<file path="config.mk">
export PLATFORM = sky130hd
export DESIGN_NAME = sar_search
export DESIGN_NICKNAME = d
export VERILOG_FILES = /design/src/rtl/sar_search.sv
export SDC_FILE = /design/constraint.sdc
export NUM_CORES = 1
export LEC_CHECK = 0
export ABC_CLOCK_PERIOD_IN_PS = 2290
export BUFFER_PORTS_ARGS = -buffer_cell sky130_fd_sc_hd__buf_2
export CAP_MARGIN = 20
export CELL_PAD_IN_SITES_DETAIL_PLACEMENT = 0
export CELL_PAD_IN_SITES_GLOBAL_PLACEMENT = 1
export CORE_ASPECT_RATIO = 0.75
export CORE_MARGIN = 2
export CORE_UTILIZATION = 40
export CTS_CLUSTER_DIAMETER = 60
export DETAILED_ROUTE_END_ITERATION = 7
export HOLD_SLACK_MARGIN = 0.02
export PLACE_DENSITY = 0.87
export SLEW_MARGIN = 20
export SYNTH_ARGS = -nofsm -noshare
export SYNTH_HDL_FRONTEND = slang
export SYNTH_SLANG_ARGS = --single-unit
</file>
<file path="constraint.sdc">
create_clock -name clk_i -period 2.29 [get_ports clk_i]
set_clock_uncertainty 0.15 [all_clocks]
set_input_delay 0.1145 -clock clk_i [delete_from_list [all_inputs] [get_ports clk_i]]
set_output_delay 0.1145 -clock clk_i [all_outputs]
set_load 0.01 [all_outputs]
</file>
<file path="src/rtl/sar_search.sv">
// sar_search: successive-approximation search that recovers the comparator's B
// operand by driving trial values on A, one bit per clock, MSB first.
// Ports: clk_i/rst_n_i (async active-low), start_i, trial_o -> comparator A,
//        A_lez_B_i/A_grt_B_i/A_eql_B_i flags in, busy_o, done_o (1-cycle pulse),
//        result_o, early_o, err_o (all three held until the next accepted start).
module sar_search #(
  parameter int WIDTH = 4
) (
  input  logic             clk_i,
  input  logic             rst_n_i,
  input  logic             start_i,
  output logic [WIDTH-1:0] trial_o,
  input  logic             A_lez_B_i,
  input  logic             A_grt_B_i,
  input  logic             A_eql_B_i,
  output logic             busy_o,
  output logic             done_o,
  output logic [WIDTH-1:0] result_o,
  output logic             early_o,
  output logic             err_o
);

  localparam int            KW    = (WIDTH > 1) ? $clog2(WIDTH) : 1;
  localparam logic [KW-1:0] K_TOP = KW'(WIDTH - 1);

  typedef enum logic [1:0] {
    S_IDLE = 2'd0,
    S_TEST = 2'd1,
    S_DONE = 2'd2
  } state_t;

  state_t           state_q, state_d;
  logic [WIDTH-1:0] acc_q, acc_d;
  logic [KW-1:0]    k_q, k_d;
  logic [WIDTH-1:0] result_q, result_d;
  logic             early_q, early_d;
  logic             err_q, err_d;

  logic [WIDTH-1:0] trial_test;
  logic [WIDTH-1:0] acc_next;
  logic [2:0]       flags;
  logic             flags_onehot;

  // Candidate: bits already decided plus the bit under test.
  assign trial_test   = acc_q | (WIDTH'(1) << k_q);
  assign flags        = {A_lez_B_i, A_grt_B_i, A_eql_B_i};
  assign flags_onehot = (flags == 3'b100) || (flags == 3'b010) || (flags == 3'b001);
  // Keep the tested bit only when the trial is still below B.
  assign acc_next     = A_lez_B_i ? trial_test : acc_q;

  always_comb begin
    state_d  = state_q;
    acc_d    = acc_q;
    k_d      = k_q;
    result_d = result_q;
    early_d  = early_q;
    err_d    = err_q;
    unique case (state_q)
      S_IDLE: begin
        if (start_i) begin
          state_d = S_TEST;
          acc_d   = '0;
          k_d     = K_TOP;
          early_d = 1'b0;
          err_d   = 1'b0;
        end
      end
      S_TEST: begin
        if (!flags_onehot) begin
          err_d    = 1'b1;
          result_d = acc_q;
          state_d  = S_DONE;
        end else if (A_eql_B_i) begin
          acc_d    = trial_test;
          result_d = trial_test;
          early_d  = (k_q != '0);
          state_d  = S_DONE;
        end else begin
          acc_d = acc_next;
          if (k_q == '0) begin
            result_d = acc_next;
            state_d  = S_DONE;
          end else begin
            k_d = k_q - KW'(1);
          end
        end
      end
      S_DONE: begin
        state_d = S_IDLE;
      end
      default: begin
        state_d = S_IDLE;
      end
    endcase
  end

  always_ff @(posedge clk_i or negedge rst_n_i) begin
    if (!rst_n_i) begin
      state_q  <= S_IDLE;
      acc_q    <= '0;
      k_q      <= K_TOP;
      result_q <= '0;
      early_q  <= 1'b0;
      err_q    <= 1'b0;
    end else begin
      state_q  <= state_d;
      acc_q    <= acc_d;
      k_q      <= k_d;
      result_q <= result_d;
      early_q  <= early_d;
      err_q    <= err_d;
    end
  end

  always_comb begin
    trial_o = '0;
    unique case (state_q)
      S_TEST:  trial_o = trial_test;
      S_DONE:  trial_o = result_q;
      default: trial_o = '0;
    endcase
  end

  assign busy_o   = (state_q == S_TEST);
  assign done_o   = (state_q == S_DONE);
  assign result_o = result_q;
  assign early_o  = early_q;
  assign err_o    = err_q;

endmodule

</file>
# Word-level counts from Yosys, hierarchy flattened
# Index checks and enable logic that the tools add are counted.
dict set report totals {
  reg_bits 14
  word_cells 59
}
dict set report classes {
  add_sub_neg 1
  eq_ne 13
  n_shift 1
  n_mux 25
  bitwise 1
  n_reduce_logical 12
}
# operator count
set op_table {}
lappend op_table {{two-way mux 4 bit} 7}
lappend op_table {{two-way mux 2 bit} 8}
lappend op_table {{one-hot mux 4 bit (2 select lines)} 2}
lappend op_table {{inequality test 2 bit, second input constant} 5}
lappend op_table {{one-hot mux 2 bit (2 select lines)} 2}
lappend op_table {{AND reduction 3 bit} 2}
lappend op_table {{AND reduction 5 bit} 1}
lappend op_table {{logical NOT 2 bit} 2}
lappend op_table {{two-way mux 1 bit} 4}
lappend op_table {{inequality test 4 x 3 -> 1 bit, second input constant} 1}
lappend op_table {{OR 4 bit} 1}
lappend op_table {{one-hot mux 1 bit (2 select lines)} 2}
lappend op_table {{AND reduction 2 bit} 2}
lappend op_table {{AND reduction 4 bit} 1}
lappend op_table {{nonzero test 2 bit} 2}
lappend op_table {{left shift 1 x 2 -> 4 bit, first input constant} 1}
lappend op_table {{== test 3 x 1 -> 1 bit, second input constant} 1}
lappend op_table {{== test 3 x 2 -> 1 bit, second input constant} 1}
lappend op_table {{== test 3 bit, second input constant} 1}
lappend op_table {{inequality test 3 x 2 -> 1 bit, second input constant} 1}
lappend op_table {{== test 2 x 1 -> 1 bit, second input constant} 1}
lappend op_table {{== test 2 bit, second input constant} 1}
lappend op_table {{logical OR 1 bit} 2}
lappend op_table {{inequality test 2 x 1 -> 1 bit, second input constant} 1}
lappend op_table {{subtractor 2 x 1 -> 2 bit, second input constant} 1}

# Logic depth before layout (Yosys ltp)
# Gate-level depths: netlist (run 1).
dict set report logic_depth {
  word_depth 6
  mapped_depth 7
}

# Least setup slack after synthesis (run 1)
# No wires, ideal clock.
dict set report synth_timing {
  kind {reg2out}
  start {register state_q[1]}
  end {output port trial_o[0]}
  arrival_time_ps 1585
  required_ps 2026
  slack_ps 441
  path_stages_with_launch 7
  path_buffers 2
  path_cell_list {dfrtp_1 > inv_1 > ha_1 > buf_2 > clkbuf_1 > o21ai_0 > a21boi_0}
}
dict set report synth_between {
  elab_chain_len 2
}
# element line_no
set synth_lines {}
lappend synth_lines {{start, declared} 32} ;# state_t state_q, state_d;
lappend synth_lines {{start signal, assigned} 106} ;# state_q <= state_d;
lappend synth_lines {{== test 2 x 1 -> 1 bit} --}
lappend synth_lines {{net busy_o} 16} ;# output logic busy_o,
lappend synth_lines {{one-hot mux 4 bit (2 select lines)} 117} ;# unique case (state_q)
lappend synth_lines {{end, declared} 12} ;# output logic [WIDTH-1:0] trial_o,
# The timed path passes the listed nets, and every way through them passes these cells.

# Worst setup path after layout (run 1)
dict set report layout_timing {
  start {register k_q[0]}
  end {output port trial_o[0]}
}
dict set report layout_between {
  elab_chain_len 3
}
# element line_no
set layout_lines {}
lappend layout_lines {{start, declared} 34} ;# logic [KW-1:0] k_q, k_d;
lappend layout_lines {{start signal, assigned} 108} ;# k_q <= k_d;
lappend layout_lines {{left shift 1 x 2 -> 4 bit} 45} ;# assign trial_test = acc_q | (WIDTH'(1) << k_q);
lappend layout_lines {{OR 4 bit} 45}
lappend layout_lines {{one-hot mux 4 bit (2 select lines)} 117}
# No other way between the ends.

==> run metrics, run 1 <==
max-slew violation total from the final report=0; count of max-cap constraint violations=0; detailed-routing iteration count for the pre-antenna-repair pass=4; minimum hold slack=103 ps; number of different library cells in the post-synthesis netlist=32; required time of the critical path=2030 ps; TritonCTS clock tree=yes; filler cell count in the final layout=228; worst slew pin tran=392 ps; H-tree depth=1; maximum cell stage delay along the critical path=590 ps; final critical-path share of the clock period=89.9%; drt first-iter violations=37; first-pass GRT wire length=3.33 mm; sequential cell area fraction in the yosys report=37.5%; cell with the largest stage delay on the worst path=sky130_fd_sc_hd__dfstp_2; buffers and inverters on the worst path=2; area taken by flip-flops and latches=353 µm²; io pins=18; initial core utilization=41.4%; insertion delay to the later sink of the worst-skew pair=280 ps; Post-CTS Setup Repair Bufs=0; number of global-route vias before repair=731; Worst setup SP type=flop; fraction of synthesis flops using an asynchronous set or reset pin=100%; residual DRC count=0; sum of negative setup slack=0 ps; arrival time at the worst endpoint=1800 ps; input/output buffers=17; Total Routed Length=2.01 mm; non-filler instance count after layout=153; Critical Path Sink Type=output port; routability-driven placement congestion ratio=0.814; predominant post-synthesis flop cell=sky130_fd_sc_hd__dfrtp_1; Achievable Freq=485 MHz; Final ANT Viol Nets=0; leakage power summed over all cells=0.000512 µW; mean instance size in the synthesized netlist=9.40 µm²; Detail Placement HPWL=1.49 mm; area enclosed by the die boundary=0.00276 mm²; post-synthesis cell count=100; number of warnings reported in the yosys synthesis log=0; CP top delay family=flip-flops; peak ir drop on the vdd network=0.000547 V; flops & latches, synth=14; dpl cells=148; area grow syn2layout=17.6%; Max Fanout on Critical Path=6; site row count=15; sequence of cells on the critical path=inv_1 -> ha_1 -> o21ai_0 -> a21boi_0 -> buf_2; outcome=completed; Net Count, Synth=115; Hold Crit Class=primary input to async pin; overall via count from detail_route=784; worst-case headroom to the max-slew limit=73.5%; PwrDens=1100 mW/mm²; area taken by multi-input logic gates=552 µm²; number of vias per cell=5.12; top post-synthesis cells by area=sky130_fd_sc_hd__dfrtp_1 32%, sky130_fd_sc_hd__ha_1 12%, sky130_fd_sc_hd__o21ai_0 7.5%, sky130_fd_sc_hd__dfstp_2 5.6%, sky130_fd_sc_hd__a21oi_1 5.3%; setup repair after global routing missed its margin=false; overall power of the completed layout=1220 µW; post-synth top area share=32.0%; number of synthesized flops with an enable pin=0; pin count of the biggest net entering global routing=19; minimum clock period=2060 ps; final hold violation count=0; cell area after technology mapping=940 µm²; post-synthesis cell type with the largest combined area=sky130_fd_sc_hd__dfrtp_1; GRT overflow=0; Num CTS Buffers=3; category of the critical setup timing path=flop to output port; routed len/inst=13.2 µm; Final setup viols=0; root cell of the clock tree=sky130_fd_sc_hd__clkbuf_4; number of sinks on the clock net=14; clock transition time at the flip-flop clock pins of the worst setup and hold paths=90 ps; die width=60.0 µm; total core area=0.00227 mm²; dominant cell by count in the synthesized netlist=sky130_fd_sc_hd__o21ai_0; Diodes inserted=0; share of layout cells above drive strength 1=25.2%; initial antenna violation count=0; Die Span Y=46.0 µm; total routing usage reported by global routing=16.3%; Final Net Count=135; leading post-synthesis cells by instance count=14 x sky130_fd_sc_hd__o21ai_0, 12 x sky130_fd_sc_hd__dfrtp_1, 10 x sky130_fd_sc_hd__a21oi_1, 10 x sky130_fd_sc_hd__nand2_1, 9 x sky130_fd_sc_hd__ha_1; Max Root-Sink Buffers=2
cell families after synthesis:
| family | Yosys count | synth area share, % |
|---|---|---|
| compound gates | 39 | 26.6 |
| simple gates | 24 | 14.0 |
| flops | 14 | 37.6 |
| buf+inv | 9 | 3.73 |
| fa+ha+maj | 9 | 12.0 |
| mux | 3 | 3.46 |
| xor+xnor | 2 | 2.66 |
path summary, 6_finish.rpt:
kind | startpoint | endpoint | slack [ps] | cells past startpoint
setup / recovery | k_q[0]$_DFFE_PN1P_ | trial_o[0] | 230 | 5
hold / removal | rst_n_i | acc_q[1]$_DFFE_PN0P_ | 100 | 2
setup reg to reg | k_q[0]$_DFFE_PN1P_ | state_q[1]$_DFFE_PN0P_ | 300 | 5
hold reg to reg | result_o[3]$_DFFE_PN0P_ | result_o[3]$_DFFE_PN0P_ | 370 | 2
max in group asynchronous | rst_n_i | k_q[0]$_DFFE_PN1P_ | 1580 | 2
min in group clk_i | start_i | acc_q[1]$_DFFE_PN0P_ | 100 | 3
area by class of cell:
| class | count | share of cell area, % |
|---|---|---|
| Clock buffer | 4 | 3.28 |
| Inverter | 5 | 1.70 |
| Multi-Input combinational cell | 77 | 49.9 |
| Sequential cell | 14 | 31.9 |
| Tap cell | 34 | 3.85 |
| Timing Repair Buffer | 19 | 9.29 |
state kept, by name, indices dropped and copies added (netlist names):
| register | flops |
|---|---|
| acc_q | 4 |
| result_o | 4 |
| k_q | 2 |
| state_q | 2 |
| early_o | 1 |
| err_o | 1 |
placed cells by master (no fill, tap or decap), types with 2 or more instances in the layout:
| master | count |
|---|---|
| sky130_fd_sc_hd__nand2_1 | 10 |
| sky130_fd_sc_hd__o21ai_0 | 14 |
| sky130_fd_sc_hd__nor2_1 | 4 |
| sky130_fd_sc_hd__a31oi_1 | 4 |
| sky130_fd_sc_hd__inv_1 | 5 |
| sky130_fd_sc_hd__ha_1 | 9 |
| sky130_fd_sc_hd__a21boi_0 | 4 |
| sky130_fd_sc_hd__dfstp_2 | 2 |
| sky130_fd_sc_hd__buf_2 | 17 |
| sky130_fd_sc_hd__dfrtp_1 | 12 |
| sky130_fd_sc_hd__clkbuf_4 | 3 |
| sky130_fd_sc_hd__nand2b_1 | 2 |
| sky130_fd_sc_hd__mux2_1 | 2 |
| sky130_fd_sc_hd__a21oi_1 | 10 |
through the flow:
step	setup WS, ps	util (%)	cell area (µm²)
floorplan	441	-	940
global placement	379	46.6	1060
detailed placement	315	46.6	1060
CTS	214	48.7	1100
global route	149	48.7	1100
finish	230	48.7	1100
repair_timing:
action                                  CTS  global route
endpoints found under the setup margin    0             0
resized for setup                         0             0
hold buffers                              1             0
endpoints found under the hold margin    14             0
per-layer routing:
layer	part of all wire, %	track usage, %
met5	0	0
met1	52	22.8
met4	0.25	4.00
met2	43	24.6
met3	4.1	5.11
worst reg2reg max path, stage by stage (launching register included):
cell and delay [ps]:
sky130_fd_sc_hd__dfstp_2 590, sky130_fd_sc_hd__inv_1 100, sky130_fd_sc_hd__ha_1 320, sky130_fd_sc_hd__nor3_4 300
sky130_fd_sc_hd__a21oi_2 110, sky130_fd_sc_hd__mux2_1 320
power breakdown:
group | internal (µW) | switching, µW | total, µW
logic | 265 | 368 | 634
clock network | 96.7 | 85.5 | 182
registers | 336 | 68.9 | 405
Note: power is estimated with default switching activity, not from simulation.
==> inputs of run 2 (changes only) <==
--- a/config.mk
+++ b/config.mk
@@ -5,6 +5,7 @@
 export SDC_FILE = /design/constraint.sdc
 export NUM_CORES = 1
 export LEC_CHECK = 0
+export ABC_AREA = 1
 export ABC_CLOCK_PERIOD_IN_PS = 2290
 export BUFFER_PORTS_ARGS = -buffer_cell sky130_fd_sc_hd__buf_2
 export CAP_MARGIN = 20
@@ -12,11 +13,12 @@
 export CELL_PAD_IN_SITES_GLOBAL_PLACEMENT = 1
 export CORE_ASPECT_RATIO = 0.75
 export CORE_MARGIN = 2
-export CORE_UTILIZATION = 40
+export CORE_UTILIZATION = 38
 export CTS_CLUSTER_DIAMETER = 60
 export DETAILED_ROUTE_END_ITERATION = 7
 export HOLD_SLACK_MARGIN = 0.02
-export PLACE_DENSITY = 0.87
+export PLACE_DENSITY = 0.88
+export RECOVER_POWER = 50
 export SLEW_MARGIN = 20
 export SYNTH_ARGS = -nofsm -noshare
 export SYNTH_HDL_FRONTEND = slang
==> run 2 against run 1 <==
Against the previous run: first-iteration DRC count rose by 16%; sequential cell count did not move; sequential share of layout area rose by 1.7 points; power rose by 11%; clock-buffer cell count did not move; global-route usage rose by 0.36 points; via count rose by 3.3%; final cell count rose by 6.5%; routed wire length fell by 2.1%; sequential power rose by 8.9%; clock power barely moved; critical endpoint unchanged; largest cell class unchanged; highest routed layer unchanged.
==> run metrics, run 2 <==
post-synthesis cell count=115; GRT overflow=0; cell with the largest stage delay on the worst path=sky130_fd_sc_hd__dfstp_2; Final ANT Viol Nets=0; path length in cells of the critical path=5; count of max-cap constraint violations=0; initial antenna violation count=0; number of global-route vias before repair=773; post-synth top area share=33.9%; CP top delay family=flip-flops; overall via count from detail_route=810; flops & latches, synth=14; minimum hold slack=39.7 ps; cell area after technology mapping=886 µm²; sum of negative setup slack=0 ps; Max Root-Sink Buffers=2; residual DRC count=0; non-filler instance count after layout=163; filler cell count in the final layout=235; routability-driven placement congestion ratio=0.827; post-synthesis cell type with the largest combined area=sky130_fd_sc_hd__dfrtp_1; pre-CTS WS=477 ps; input/output buffers=17; Net Count, Synth=130; most common cell after layout, fill and taps aside=sky130_fd_sc_hd__nand2_1; mean instance size in the synthesized netlist=7.70 µm²; clock transition time at the flip-flop clock pins of the worst setup and hold paths=90 ps; maximum cell stage delay along the critical path=580 ps; Total Routed Length=1.97 mm; die width=59.8 µm; most used cells in the layout excluding fill and tap cells=24 x sky130_fd_sc_hd__nand2_1, 18 x sky130_fd_sc_hd__inv_1, 15 x sky130_fd_sc_hd__a21oi_1; peak ir drop on the vdd network=0.000418 V; category of the critical setup timing path=flop to output port; Achievable Freq=533 MHz; detailed-routing iteration count for the pre-antenna-repair pass=5; sequence of cells on the critical path=inv_1 -> ha_1 -> o21ai_0 -> a21oi_1 -> buf_2; insertion delay to the later sink of the worst-skew pair=290 ps; drt first-iter violations=43; number of different library cells in the post-synthesis netlist=17; Hold Path Stages=4; post-route setup slack=415 ps; fraction of synthesis flops using an asynchronous set or reset pin=100%; pin count of the biggest net entering global routing=15; final hold violation count=0; sequential cell area fraction in the yosys report=39.8%; number of synthesized flops with an enable pin=0; H-tree depth=1; routed len/inst=12.1 µm; number of vias per cell=4.97; Critical Path Sink Type=output port; io pins=18; number of warnings reported in the yosys synthesis log=0; number of sinks on the clock net=14; predominant post-synthesis flop cell=sky130_fd_sc_hd__dfrtp_1; Max Fanout on Critical Path=4; worst r2r path cells=9; site row count=15; minimum clock period=1880 ps; root cell of the clock tree=sky130_fd_sc_hd__clkbuf_4; PostCTS Resize Cnt=0; Worst setup SP type=flop; required time of the critical path=2030 ps; total core area=0.00225 mm²; leakage power summed over all cells=0.000542 µW; dominant cell by count in the synthesized netlist=sky130_fd_sc_hd__nand2_1; area enclosed by the die boundary=0.00274 mm²; outcome=completed; first-pass GRT wire length=3.35 mm; Num CTS Buffers=3; setup repair after global routing missed its margin=false; total routing usage reported by global routing=16.7%; Post-CTS Setup Repair Bufs=0; Diodes inserted=0; share of layout cells above drive strength 1=18.1%; buffers and inverters on the worst path=2; post-layout util=46.6%; dpl cells=157; Final Net Count=154; worst slew pin tran=822 ps; final critical-path share of the clock period=81.9%; initial core utilization=39.3%; Hold Crit Class=primary input to flop; Detail Placement HPWL=1.57 mm; Die Span Y=45.8 µm; PwrDens=1290 mW/mm²; Final setup viols=0; TritonCTS clock tree=yes; area grow syn2layout=18.5%; leading post-synthesis cells by instance count=24 x sky130_fd_sc_hd__nand2_1, 18 x sky130_fd_sc_hd__inv_1, 15 x sky130_fd_sc_hd__a21oi_1; arrival time at the worst endpoint=1610 ps; max-slew violation total from the final report=0; worst-case headroom to the max-slew limit=45.2%; top post-synthesis cells by area=sky130_fd_sc_hd__dfrtp_1 34%, sky130_fd_sc_hd__ha_1 13%, sky130_fd_sc_hd__nand2_1 10%, sky130_fd_sc_hd__a21oi_1 8.5%, sky130_fd_sc_hd__inv_1 7.6%
-- run 2: cell count changes after synthesis, sizes merged, moves of 3 or more --
| cell | delta |
|---|---|
| a21boi | -4 |
| a21oi | +4 |
| a31oi | -4 |
| clkbuf | -3 |
| inv | +16 |
| nand2 | +16 |
| nand3 | +5 |
| nor2 | +6 |
| o21ai | -4 |
-- run 2: stage by stage --
step / instance area, µm² / total power, µW
2_1_floorplan: 886 / 947
3_3_place_gp: 1000 / 1150
5_1_grt: 1050 / 1490
4_1_cts: 1060 / 1370
3_5_place_dp: 1000 / 1180
6_report: 1050 / 1350
-- run 2: area by class of cell --
cell class                 instances  area, µm²  area share [%]
tap                               25       31.3            2.98
sequential                        14        353            33.6
inverter                          21       78.8            7.51
clock buffer                       4       36.3            3.46
multi-input combinational         80        454            43.3
timing repair buffer              19       96.3            9.18
-- run 2: final timing paths --
kind                                        start                endpoint  slack [ps]
hold / removal                            start_i  state_q[0]$_DFFE_PN0P_          40
max in group asynchronous                 rst_n_i    acc_q[1]$_DFFE_PN0P_        1200
setup reg to reg           state_q[1]$_DFFE_PN0P_      k_q[0]$_DFFE_PN1P_         460
hold reg to reg                 err_o$_DFFE_PN0P_       err_o$_DFFE_PN0P_         350
min in group asynchronous                 rst_n_i     early_o$_DFFE_PN0P_         270
setup / recovery               k_q[0]$_DFFE_PN1P_              trial_o[0]         410
-- run 2: worst reg2reg max path, cell delays in order (launching register included) --
cell and delay (ps):
sky130_fd_sc_hd__dfrtp_1 390, sky130_fd_sc_hd__inv_1 140, sky130_fd_sc_hd__ha_1 340, sky130_fd_sc_hd__nand2_1 130, sky130_fd_sc_hd__nand2_2 110, sky130_fd_sc_hd__nand2_1 110, sky130_fd_sc_hd__nand3_2 170, sky130_fd_sc_hd__nand2_1 100
sky130_fd_sc_hd__nand2_1 60, sky130_fd_sc_hd__nand3_1 60
-- run 2: cells by family after synthesis --
logic type      synth area share (%)
flops                           39.8
buf+inv                         8.90
simple gates                    20.8
fa+ha+maj                       12.7
compound gates                  17.8
-- run 2: repair_timing --
item / CTS / global route
hold endpoints to repair: 15 / 0
setup endpoints to repair: 0 / 0
hold buffers: 2 / 0
-- run 2: power by group --
part	switching, µW	internal [µW]
registers	78.6	362
clock network	87.3	96.9
logic	469	256
total	635	715
-- run 2: routing by layer --
layer / vias to the layer above / track usage, % / routed length [µm]
li1: 414 / - / -
met1: 369 / 20.5 / 926
met2: 21 / 28.7 / 915
met3: 6 / 5.11 / 95
met4: 0 / 4.00 / 32
met5: - / 0 / 0
==> inputs of run 3 (changes only) <==
--- a/config.mk
+++ b/config.mk
@@ -5,19 +5,19 @@
 export SDC_FILE = /design/constraint.sdc
 export NUM_CORES = 1
 export LEC_CHECK = 0
-export ABC_AREA = 1
-export ABC_CLOCK_PERIOD_IN_PS = 2290
+export ABC_AREA = 0
+export ABC_CLOCK_PERIOD_IN_PS = 1600
 export BUFFER_PORTS_ARGS = -buffer_cell sky130_fd_sc_hd__buf_2
 export CAP_MARGIN = 20
 export CELL_PAD_IN_SITES_DETAIL_PLACEMENT = 0
 export CELL_PAD_IN_SITES_GLOBAL_PLACEMENT = 1
 export CORE_ASPECT_RATIO = 0.75
 export CORE_MARGIN = 2
-export CORE_UTILIZATION = 38
+export CORE_UTILIZATION = 36
 export CTS_CLUSTER_DIAMETER = 60
 export DETAILED_ROUTE_END_ITERATION = 7
 export HOLD_SLACK_MARGIN = 0.02
-export PLACE_DENSITY = 0.88
+export PLACE_DENSITY = 0.84
 export RECOVER_POWER = 50
 export SLEW_MARGIN = 20
 export SYNTH_ARGS = -nofsm -noshare
==> constraint.sdc (replaced) <==
create_clock -name clk_i -period 1.6 [get_ports clk_i]
set_clock_uncertainty 0.15 [all_clocks]
set_input_delay 0.08 -clock clk_i [delete_from_list [all_inputs] [get_ports clk_i]]
set_output_delay 0.08 -clock clk_i [all_outputs]
set_load 0.01 [all_outputs]
==> run 3 against run 2 <==
Against the previous run: non-clock buffer count up 30; largest cell class unchanged; sequential power up 32%; via count up 17%; global-route usage up 3.0 points; critical endpoint unchanged; cell area up 48%; power up 100%; combinational power rose to 2.6 times the previous value; worst hold slack better by 38 ps; critical path depth up 1; largest power group unchanged; the run now ends with negative setup slack left; core utilization up 14 points; clock-buffer cell count unchanged; critical path type unchanged.
==> run metrics, run 3 (synthesis results as in run 1) <==
PwrDens=1760 mW/mm²; most used cells in the layout excluding fill and tap cells=20 x sky130_fd_sc_hd__buf_4, 15 x sky130_fd_sc_hd__buf_2, 12 x sky130_fd_sc_hd__dfrtp_1, 12 x sky130_fd_sc_hd__buf_6, 9 x sky130_fd_sc_hd__a21oi_1; sink of the worst hold path=acc_q[0]$_DFFE_PN0P_; Detail Placement HPWL=1.79 mm; residual DRC count=0; number of sinks on the clock net=14; sequence of cells on the critical path=inv_2 -> ha_4 -> buf_6 -> o21ai_2 -> a21boi_1 -> buf_2; worst slew pin tran=810 ps; setup slack of the worst register-to-register path=-90 ps; H-tree depth=1; GRT overflow=0; number of vias per cell=5.12; leakage power summed over all cells=0.000699 µW; cell with the largest stage delay on the worst path=sky130_fd_sc_hd__dfstp_2; setup repair after global routing missed its margin=true; launch point of the worst reg-to-reg path=k_q[0]$_DFFE_PN1P_; area taken by multi-input logic gates=722 µm²; root cell of the clock tree=sky130_fd_sc_hd__clkbuf_4; detailed-routing iteration count for the pre-antenna-repair pass=4; Worst setup SP type=flop; post-route setup slack=-163 ps; routability-driven placement congestion ratio=0.840; post-layout util=60.9%; clock transition time at the flip-flop clock pins of the worst setup and hold paths=90 ps; area taken by flip-flops and latches=353 µm²; area grow syn2layout=64.8%; overall via count from detail_route=947; endpoint of the worst-slack reg-to-reg timing path=result_o[3]$_DFFE_PN0P_; Achievable Freq=567 MHz; total routing usage reported by global routing=19.7%; Hold Crit Class=primary input to flop; Die Span Y=48.2 µm; first-pass GRT wire length=4.42 mm; Total Routed Length=2.82 mm; minimum clock period=1760 ps; final critical-path share of the clock period=110%; number of global-route vias before repair=926; count of max-cap constraint violations=0; Final ANT Viol Nets=0; Final Net Count=165; outcome=finished with violations; violations in the final reports=negative setup slack; maximum cell stage delay along the critical path=570 ps; site row count=16; pin count of the biggest net entering global routing=15; total core area=0.00254 mm²; TritonCTS clock tree=yes; most common cell after layout, fill and taps aside=sky130_fd_sc_hd__buf_4; peak ir drop on the vdd network=0.000712 V; insertion delay to the later sink of the worst-skew pair=300 ps; Final setup viols=13; Num CTS Buffers=3; area enclosed by the die boundary=0.00304 mm²; worst r2r path cells=7; worst-case headroom to the max-slew limit=46.0%; share of layout cells above drive strength 1=57.7%; pre-CTS WS=-114 ps; routed len/inst=15.2 µm; Max Root-Sink Buffers=2; Max Fanout on Critical Path=4; Critical Path Sink Type=output port; max-slew violation total from the final report=0; Diodes inserted=0; filler cell count in the final layout=217; Min-Delay Startpoint=start_i; category of the critical setup timing path=flop to output port; drt first-iter violations=18; required time of the critical path=1370 ps; final hold violation count=0; initial antenna violation count=0; Hold Path Stages=3; initial core utilization=37.0%; arrival time at the worst endpoint=1530 ps; io pins=18; input/output buffers=17; die width=63.0 µm
## run 3: changes by cell type in the layout (fill, tap and decap cells not counted), moves of 5 or more
cell / change
sky130_fd_sc_hd__inv_1: -17
sky130_fd_sc_hd__nor2_1: -7
sky130_fd_sc_hd__buf_2: +5
sky130_fd_sc_hd__a21oi_1: -6
sky130_fd_sc_hd__buf_4: +20
sky130_fd_sc_hd__nand2_1: -17
sky130_fd_sc_hd__clkbuf_1: -6
sky130_fd_sc_hd__ha_1: -7
sky130_fd_sc_hd__buf_6: +12
sky130_fd_sc_hd__ha_4: +7
## run 3: stage by stage
step                      cells  instance area, µm²  hold WS, ps  setup TNS, ps  total power [µW]
after detailed placement    169                1220         -150           -439              1830
final                       185                1550         77.9          -1130              2720
after floorplan             100                 960         -366           -241              1250
after global placement      169                1220         -154           -200              1790
after global routing        185                1550         81.6          -1940              2920
after CTS                   182                1470         62.0           -834              2490
## run 3: per-layer routing
metal	wire length (µm)	vias to the layer above	track usage (%)
li1	-	463	-
met1	1220	457	24.9
met2	1440	22	35.5
met3	138	5	5.31
met4	21	0	4.00
met5	0	-	0
## run 3: worst max-delay path: cells and delay by family, from the launching register on
family | cells | cell delay, ps
flops | 1 | 570
buf+inv | 3 | 320
fa+ha+maj | 1 | 180
compound gates | 2 | 160
## run 3: layout make-up
cell class / count / share of cell area [%]
clock buffers: 4 / 2.34
inverters: 5 / 1.21
multi-input cells: 77 / 46.6
flip-flops and latches: 14 / 22.8
well taps: 36 / 2.91
repair buffers: 49 / 24.2
## run 3: where the power goes
group          internal [µW]  leakage [µW]  switching [µW]
clock network            139     0.0000210             130
logic                   1020      0.000497             856
registers                480      0.000181             104
total                   1630      0.000699            1090
## run 3: worst max path at each step
stage / start / to / cells past startpoint
2_1_floorplan: k_q[0]$_DFFE_PN1P_ / state_q[0]$_DFFE_PN0P_ / 5
3_3_place_gp: k_q[1]$_DFFE_PN1P_ / state_q[0]$_DFFE_PN0P_ / 5
3_5_place_dp: state_q[0]$_DFFE_PN0P_ / state_q[0]$_DFFE_PN0P_ / 5
4_1_cts: k_q[0]$_DFFE_PN1P_ / trial_o[0] / 6
5_1_grt: k_q[0]$_DFFE_PN1P_ / trial_o[0] / 6
6_report: k_q[0]$_DFFE_PN1P_ / trial_o[0] / 6
## run 3: repair_timing
item | CTS | global route
pin swaps | 15 | 5
endpoints found under the setup margin | 11 | 17
setup buffers | 8 | 3
resized for setup | 42 | 13
hold buffers | 1 | 0
hold endpoints to repair | 14 | 0
